### src/rtl/wisc_alu_pkg.sv
// Shared definitions for the WISC ALU and its multiply sequencer.
//   WISC_WIDTH : datapath width of the ALU (16)
//   ALU_*      : Alu_Ctrl opcodes understood by the ALU
//   SEQ_*      : multiply sequencer state encoding
package wisc_alu_pkg;

   localparam int WISC_WIDTH = 16;

   localparam logic [3:0] ALU_ADD  = 4'b0000;
   localparam logic [3:0] ALU_SUB  = 4'b0001;
   localparam logic [3:0] ALU_NAND = 4'b0100;
   localparam logic [3:0] ALU_XOR  = 4'b1000;
   localparam logic [3:0] ALU_SLL  = 4'b1100;
   localparam logic [3:0] ALU_SRL  = 4'b1110;
   localparam logic [3:0] ALU_SRA  = 4'b1111;

   localparam logic [1:0] SEQ_IDLE = 2'd0;
   localparam logic [1:0] SEQ_ADD  = 2'd1;
   localparam logic [1:0] SEQ_SHF  = 2'd2;
   localparam logic [1:0] SEQ_DONE = 2'd3;

endpackage

### src/rtl/alu_mul_seq_alu_port_mux.sv
// Combinational 2:1 select of the ALU request {a, b, ctrl}.
//   ex_a/ex_b/ex_ctrl    : request from the EX stage
//   seq_a/seq_b/seq_ctrl : request from the multiply sequencer
//   sel_seq              : 1 selects the sequencer (it owns the ALU)
//   alu_a/alu_b/alu_ctrl : drive the ALU A, B and Alu_Ctrl ports
module alu_mul_seq_alu_port_mux
   import wisc_alu_pkg::*;
#(
   parameter int WIDTH = WISC_WIDTH
) (
   input  logic [WIDTH-1:0] ex_a,
   input  logic [WIDTH-1:0] ex_b,
   input  logic [3:0]       ex_ctrl,
   input  logic [WIDTH-1:0] seq_a,
   input  logic [WIDTH-1:0] seq_b,
   input  logic [3:0]       seq_ctrl,
   input  logic             sel_seq,
   output logic [WIDTH-1:0] alu_a,
   output logic [WIDTH-1:0] alu_b,
   output logic [3:0]       alu_ctrl
);

   always_comb begin
      if (sel_seq) begin
         alu_a    = seq_a;
         alu_b    = seq_b;
         alu_ctrl = seq_ctrl;
      end else begin
         alu_a    = ex_a;
         alu_b    = ex_b;
         alu_ctrl = ex_ctrl;
      end
   end

endmodule

### src/rtl/alu_mul_seq.sv
// Multiply sequencer and ALU-port arbiter for the 16-bit WISC ALU.
// Runs unsigned 16x16 multiplies (low 16 bits kept) as shift-and-add passes
// through the shared ALU; otherwise passes the EX request straight through.
//   clk, rst_n          : clock, synchronous active-low reset
//   start, mul_a, mul_b : multiply request and operands (taken in IDLE only)
//   busy, done          : sequencer active / one-cycle completion pulse
//   product, mul_z/n    : registered result and its zero / sign flags
//   ex_a/ex_b/ex_ctrl   : EX-stage ALU request; ex_flag_we its flag write
//   ex_stall            : EX must hold while the sequencer owns the ALU
//   alu_a/alu_b/ctrl    : to the ALU; alu_result from the ALU
//   flag_we             : flag write enable, suppressed while stalled
//
// state | meaning
// IDLE  | ALU follows EX; waiting for start
// ADD   | acc <= acc + multiplicand through the ALU
// SHF   | multiplicand <<= 1 through the ALU, multiplier >>= 1
// DONE  | product valid, done pulse; ALU already back with EX
module alu_mul_seq
   import wisc_alu_pkg::*;
#(
   parameter int WIDTH      = WISC_WIDTH,   // only 16 is supported
   parameter bit EARLY_EXIT = 1'b1
) (
   input  logic             clk,
   input  logic             rst_n,
   input  logic             start,
   input  logic [WIDTH-1:0] mul_a,
   input  logic [WIDTH-1:0] mul_b,
   output logic             busy,
   output logic             done,
   output logic [WIDTH-1:0] product,
   output logic             mul_z,
   output logic             mul_n,
   input  logic [WIDTH-1:0] ex_a,
   input  logic [WIDTH-1:0] ex_b,
   input  logic [3:0]       ex_ctrl,
   input  logic             ex_flag_we,
   output logic             ex_stall,
   output logic [WIDTH-1:0] alu_a,
   output logic [WIDTH-1:0] alu_b,
   output logic [3:0]       alu_ctrl,
   input  logic [WIDTH-1:0] alu_result,
   output logic             flag_we
);

   logic [1:0]       state_q, state_d;
   logic [WIDTH-1:0] acc_q, acc_d;
   logic [WIDTH-1:0] mc_q, mc_d;
   logic [WIDTH-1:0] mp_q, mp_d;
   logic [4:0]       cnt_q, cnt_d;
   logic [WIDTH-1:0] product_q, product_d;
   logic             mul_z_q, mul_z_d;
   logic             mul_n_q, mul_n_d;

   logic [WIDTH-1:0] seq_a, seq_b;
   logic [3:0]       seq_ctrl;
   logic [WIDTH-1:0] nmp;

   always_comb begin
      state_d   = state_q;
      acc_d     = acc_q;
      mc_d      = mc_q;
      mp_d      = mp_q;
      cnt_d     = cnt_q;
      product_d = product_q;
      mul_z_d   = mul_z_q;
      mul_n_d   = mul_n_q;
      seq_a     = '0;
      seq_b     = '0;
      seq_ctrl  = ALU_ADD;
      nmp       = mp_q >> 1;

      case (state_q)
         SEQ_IDLE: begin
            if (start) begin
               acc_d = '0;
               mc_d  = mul_a;
               mp_d  = mul_b;
               cnt_d = '0;
               if (EARLY_EXIT) begin
                  if (mul_b == '0)   state_d = SEQ_DONE;
                  else if (mul_b[0]) state_d = SEQ_ADD;
                  else               state_d = SEQ_SHF;
               end else begin
                  state_d = SEQ_ADD;
               end
            end
         end
         SEQ_ADD: begin
            seq_ctrl = ALU_ADD;
            seq_a    = acc_q;
            // Early-exit mode only enters ADD when mp[0] is set; the fixed-pass
            // mode visits ADD every bit and must add zero for clear bits.
            seq_b    = (EARLY_EXIT || mp_q[0]) ? mc_q : '0;
            acc_d    = alu_result;
            state_d  = SEQ_SHF;
         end
         SEQ_SHF: begin
            seq_ctrl = ALU_SLL;
            seq_a    = mc_q;
            seq_b    = 16'h0001;
            mc_d     = alu_result;
            mp_d     = nmp;
            cnt_d    = cnt_q + 5'd1;
            if (EARLY_EXIT) begin
               if (nmp == '0)   state_d = SEQ_DONE;
               else if (nmp[0]) state_d = SEQ_ADD;
               else             state_d = SEQ_SHF;
            end else begin
               state_d = (cnt_q == 5'd15) ? SEQ_DONE : SEQ_ADD;
            end
         end
         SEQ_DONE: begin
            state_d = SEQ_IDLE;
         end
         default: begin
            state_d = SEQ_IDLE;
         end
      endcase

      // DONE is only ever entered from IDLE or SHF, so this fires once per
      // multiply and the result is already visible while done is high.
      if (state_d == SEQ_DONE && state_q != SEQ_DONE) begin
         product_d = acc_d;
         mul_z_d   = (acc_d == '0);
         mul_n_d   = acc_d[WIDTH-1];
      end
   end

   always_ff @(posedge clk) begin
      if (!rst_n) begin
         state_q   <= SEQ_IDLE;
         acc_q     <= '0;
         mc_q      <= '0;
         mp_q      <= '0;
         cnt_q     <= '0;
         product_q <= '0;
         mul_z_q   <= 1'b1;
         mul_n_q   <= 1'b0;
      end else begin
         state_q   <= state_d;
         acc_q     <= acc_d;
         mc_q      <= mc_d;
         mp_q      <= mp_d;
         cnt_q     <= cnt_d;
         product_q <= product_d;
         mul_z_q   <= mul_z_d;
         mul_n_q   <= mul_n_d;
      end
   end

   assign busy     = (state_q != SEQ_IDLE);
   assign done     = (state_q == SEQ_DONE);
   assign ex_stall = (state_q == SEQ_ADD) || (state_q == SEQ_SHF);
   assign flag_we  = ex_flag_we & ~ex_stall;
   assign product  = product_q;
   assign mul_z    = mul_z_q;
   assign mul_n    = mul_n_q;

   alu_mul_seq_alu_port_mux #(.WIDTH(WIDTH)) u_port_mux (
      .ex_a     (ex_a),
      .ex_b     (ex_b),
      .ex_ctrl  (ex_ctrl),
      .seq_a    (seq_a),
      .seq_b    (seq_b),
      .seq_ctrl (seq_ctrl),
      .sel_seq  (ex_stall),
      .alu_a    (alu_a),
      .alu_b    (alu_b),
      .alu_ctrl (alu_ctrl)
   );

endmodule

### config.mk
export PLATFORM = sky130hd
export DESIGN_NAME = alu_mul_seq
export DESIGN_NICKNAME = d
export VERILOG_FILES = /design/src/rtl/wisc_alu_pkg.sv /design/src/rtl/alu_mul_seq_alu_port_mux.sv /design/src/rtl/alu_mul_seq.sv
export SDC_FILE = /design/constraint.sdc
export NUM_CORES = 1
export LEC_CHECK = 0
export BUFFER_PORTS_ARGS = -buffer_cell sky130_fd_sc_hd__buf_2
export CAP_MARGIN = 20
export CORE_ASPECT_RATIO = 2
export CORE_MARGIN = 4
export CORE_UTILIZATION = 35
export DETAILED_ROUTE_END_ITERATION = 12
export GPL_ROUTABILITY_DRIVEN = 0
export PLACE_DENSITY = 0.58
export RECOVER_POWER = 50
export SLEW_MARGIN = 40
export SYNTH_ARGS = -nofsm -noshare
export SYNTH_HDL_FRONTEND = slang
export SYNTH_SLANG_ARGS = --single-unit
export TNS_END_PERCENT = 20
### constraint.sdc
create_clock -name clk -period 5.16 [get_ports clk]
set_clock_uncertainty 0.05 [all_clocks]
set_input_delay 0.516 -clock clk [delete_from_list [all_inputs] [get_ports clk]]
set_output_delay 0.516 -clock clk [all_outputs]
set_load 0.02 [all_outputs]
==> impl_metrics.json <==
{
  "status": "complete, but fails checks",
  "violations": "max-capacitance violations, max-slew violations",
  "synth_seq_cells": 66,
  "numCtsBuffers": 9,
  "grt-ovfl-total": 0,
  "hold_buffers": 0,
  "io_pins": 146,
  "yosys.cell_types.count": 35,
  "finalNetCount": 624,
  "die-area_um2": 11900,
  "final-setup-viol-count": 0,
  "drc": 0,
  "die_height_um": 150,
  "arrival_ns": 3.79,
  "reg2reg_depth": 8,
  "multi_input_area_um2": 1950,
  "cp-end-kind": "flip-flop",
  "syn_inst": 410,
  "initial_core_util_pct": 36.0,
  "critPathMaxStageDelay_ns": 1.41,
  "power_density_nw_per_um2": 428,
  "clkLatencyLatePin_ns": 0.32,
  "start_kind": "flip-flop",
  "fin_tns_setup_ns": 0,
  "critPathKind": "reg2reg",
  "finalNonFillerCells": 669,
  "crit_slowest_cell": "ha_1",
  "first_pass_iters": 4,
  "drtAntennaViolNets": 0,
  "via_count": 3495,
  "dp_hpwl_um": 7910,
  "cpLargestDelayFamily": "adder cells",
  "hold_class": "in2reg",
  "period_minus_slack_ns": 3.62,
  "synth_seq_area_share_pct": 37.4,
  "initialDrtViolationCount": 215,
  "numClockSinks": 66,
  "fp.dieW_um": 79.1,
  "critPathMostFrequentCell": "inv_1",
  "synth_area_um2": 3540,
  "cts_tree": "built",
  "synth_top_area_share_pct": 37.4,
  "area_growth_syn_to_layout_pct": 28.1,
  "rows": 51,
  "worst-path-stages": 8,
  "vias_per_cell": 5.22,
  "dr_wl_met3_um": 675,
  "fmax_ghz": 0.276,
  "place_inst": 652,
  "postRouteWirelength_um": 10700,
  "hold_viol": 0,
  "period_share_pct": 70.2,
  "grt_pass1_wl_um": 16500,
  "path_buf_inv": 3,
  "max-clock-path-buffers": 2,
  "wl_met2_um": 5840,
  "n_antenna_cell": 0,
  "yosys-top-cells-area": "dfxtp_1, o211a_1, mux2i_1, a22oi_1, nand2_1",
  "antenna_found_initial": 0,
  "crit_chain": "inv_1 > ha_1 > inv_1 > a2111o_1 > o22ai_4 > buf_6 > nand2_1 > o211a_1",
  "coreArea_um2": 9830,
  "max_slew_margin_pct": -24.1,
  "cts.repair.resized": 0,
  "holdPathStages": 3,
  "wl_met1_um": 4110,
  "first_global_vias": 3252,
  "synth_fp_nets": 502,
  "nFillCells": 1049,
  "portBuffers": 145,
  "final_layout_size_suffix_gt1_share_pct": 26.6,
  "wl_per_cell_um": 16.1,
  "postCtsSetupBuffers": 0,
  "maxCapViolCount": 2,
  "power.leakage_nw": 2.34,
  "slew_violations": 113,
  "ir_drop_mv": 0.248,
  "top_layer_used": "met4",
  "rsz0062_at_grt": "no",
  "synth_top_cell_by_area": "dfxtp_1",
  "tightest_slew_ns": 1.86,
  "crit_fanout": 51,
  "ys_warn_count": 0,
  "regArea_um2": 1320,
  "clockRootBuffer": "clkbuf_16",
  "grt_max_degree": 72,
  "clkSlewWorstSetupHoldPaths_ns": 0.05,
  "worstPathRequired_ns": 5.33,
  "grtUsageTotal_pct": 17.7,
  "postSynthAreaPerCell_um2": 8.63,
  "htree_levels": 3
}
[metal layers]
layer,vias up,track usage (%)
li1,1723,-
met1,1649,20.6
met2,111,32.1
met3,12,4.13
met4,0,4.65
met5,-,0
[worst paths after layout]
kind / end / slack [ns] / startpoint
setup / recovery: product[8] / 1.54 / state_q[1]
hold / removal: mp_q[15] / 0.43 / mul_b[15]
setup reg to reg: product[8] / 1.54 / state_q[1]
hold reg to reg: product[14] / 0.45 / product[14]
[flip-flops by register name, indices dropped and copies added (netlist names)]
signal,cells
acc_q,16
mul_z,1
mp_q,15
state_q,2
mc_q,16
product,16
[cells in the mapped netlist, drive strengths merged]
library cell / instances
clkbuf: 26
dfxtp: 66
and2: 1
nor2b: 19
o211a: 46
a41oi: 2
nor2: 20
nand3: 19
a31o: 1
inv: 23
mux2i: 31
nand4: 3
ha: 4
nor3: 1
and3: 1
nand2b: 2
a2111o: 2
a22oi: 32
o22ai: 1
a21oi: 18
nor4: 7
a21boi: 1
o21ai: 20
o211ai: 1
buf: 11
o32ai: 1
nand2: 51
[cell type report]
type	count	area share, %
Sequential cell	66	29.2
Tap cell	132	3.65
Timing Repair Buffer	148	16.0
Clock buffer	13	5.30
Multi-Input combinational cell	284	43.1
Clock inverter	3	0.884
Inverter	23	1.91
[tightest hold or removal path: stages]
cell	delay (ns)
buf_2	0.11
nand4_1	0.06
a21boi_0	0.07
[through the flow]
| step | hold WS, ns | util [%] | setup WS (ns) | total power (W) | cell area, um2 |
|---|---|---|---|---|---|
| after global placement | 0.439 | 43.6 | 2.27 | 0.00136 | 4280 |
| final | 0.432 | 46.1 | 1.54 | 0.00194 | 4530 |
| after floorplan | 0.415 | - | 2.86 | 0.00116 | 3540 |
| after CTS | 0.425 | 46.8 | 2.37 | 0.00197 | 4600 |
| after global routing | 0.443 | 46.1 | 1.24 | 0.00205 | 4530 |
| after detailed placement | 0.432 | 43.9 | 2.45 | 0.00139 | 4320 |
[power breakdown]
part	total [W]	internal, W	leakage, nW	switching, W
clock network	0.000575	0.000372	0.138	0.000202
logic	0.000719	0.000265	1.66	0.000454
registers	0.000645	0.000586	0.542	0.0000599
total	0.00194	0.00122	2.34	0.000717
[cells in the final DEF, fill, tap and decap left out, drive strengths merged, types with 2 or more instances in the layout]
cell	instances
inv	23
a41oi	2
clkinv	2
a2111o	2
a21oi	18
buf	125
nor4	7
o21ai	20
nand2	51
nor2	20
ha	4
nand4	3
o211a	46
nand2b	2
dfxtp	66
a22oi	32
nor2b	19
nand3	19
mux2i	31
clkbuf	36
[logic make-up (layout without fill, tap and decap cells)]
family	after synthesis	in the layout	synth area share, %
multiplexers	31	31	8.88
AND/OR/NAND/NOR	124	124	16.2
adder cells (fa/ha/maj)	4	4	1.41
flip-flops	66	66	37.4
buffers and inverters	60	187	7.29
AO/OA/AOI/OAI	125	125	28.9
No activity file was read; power rests on OpenSTA's default activity.
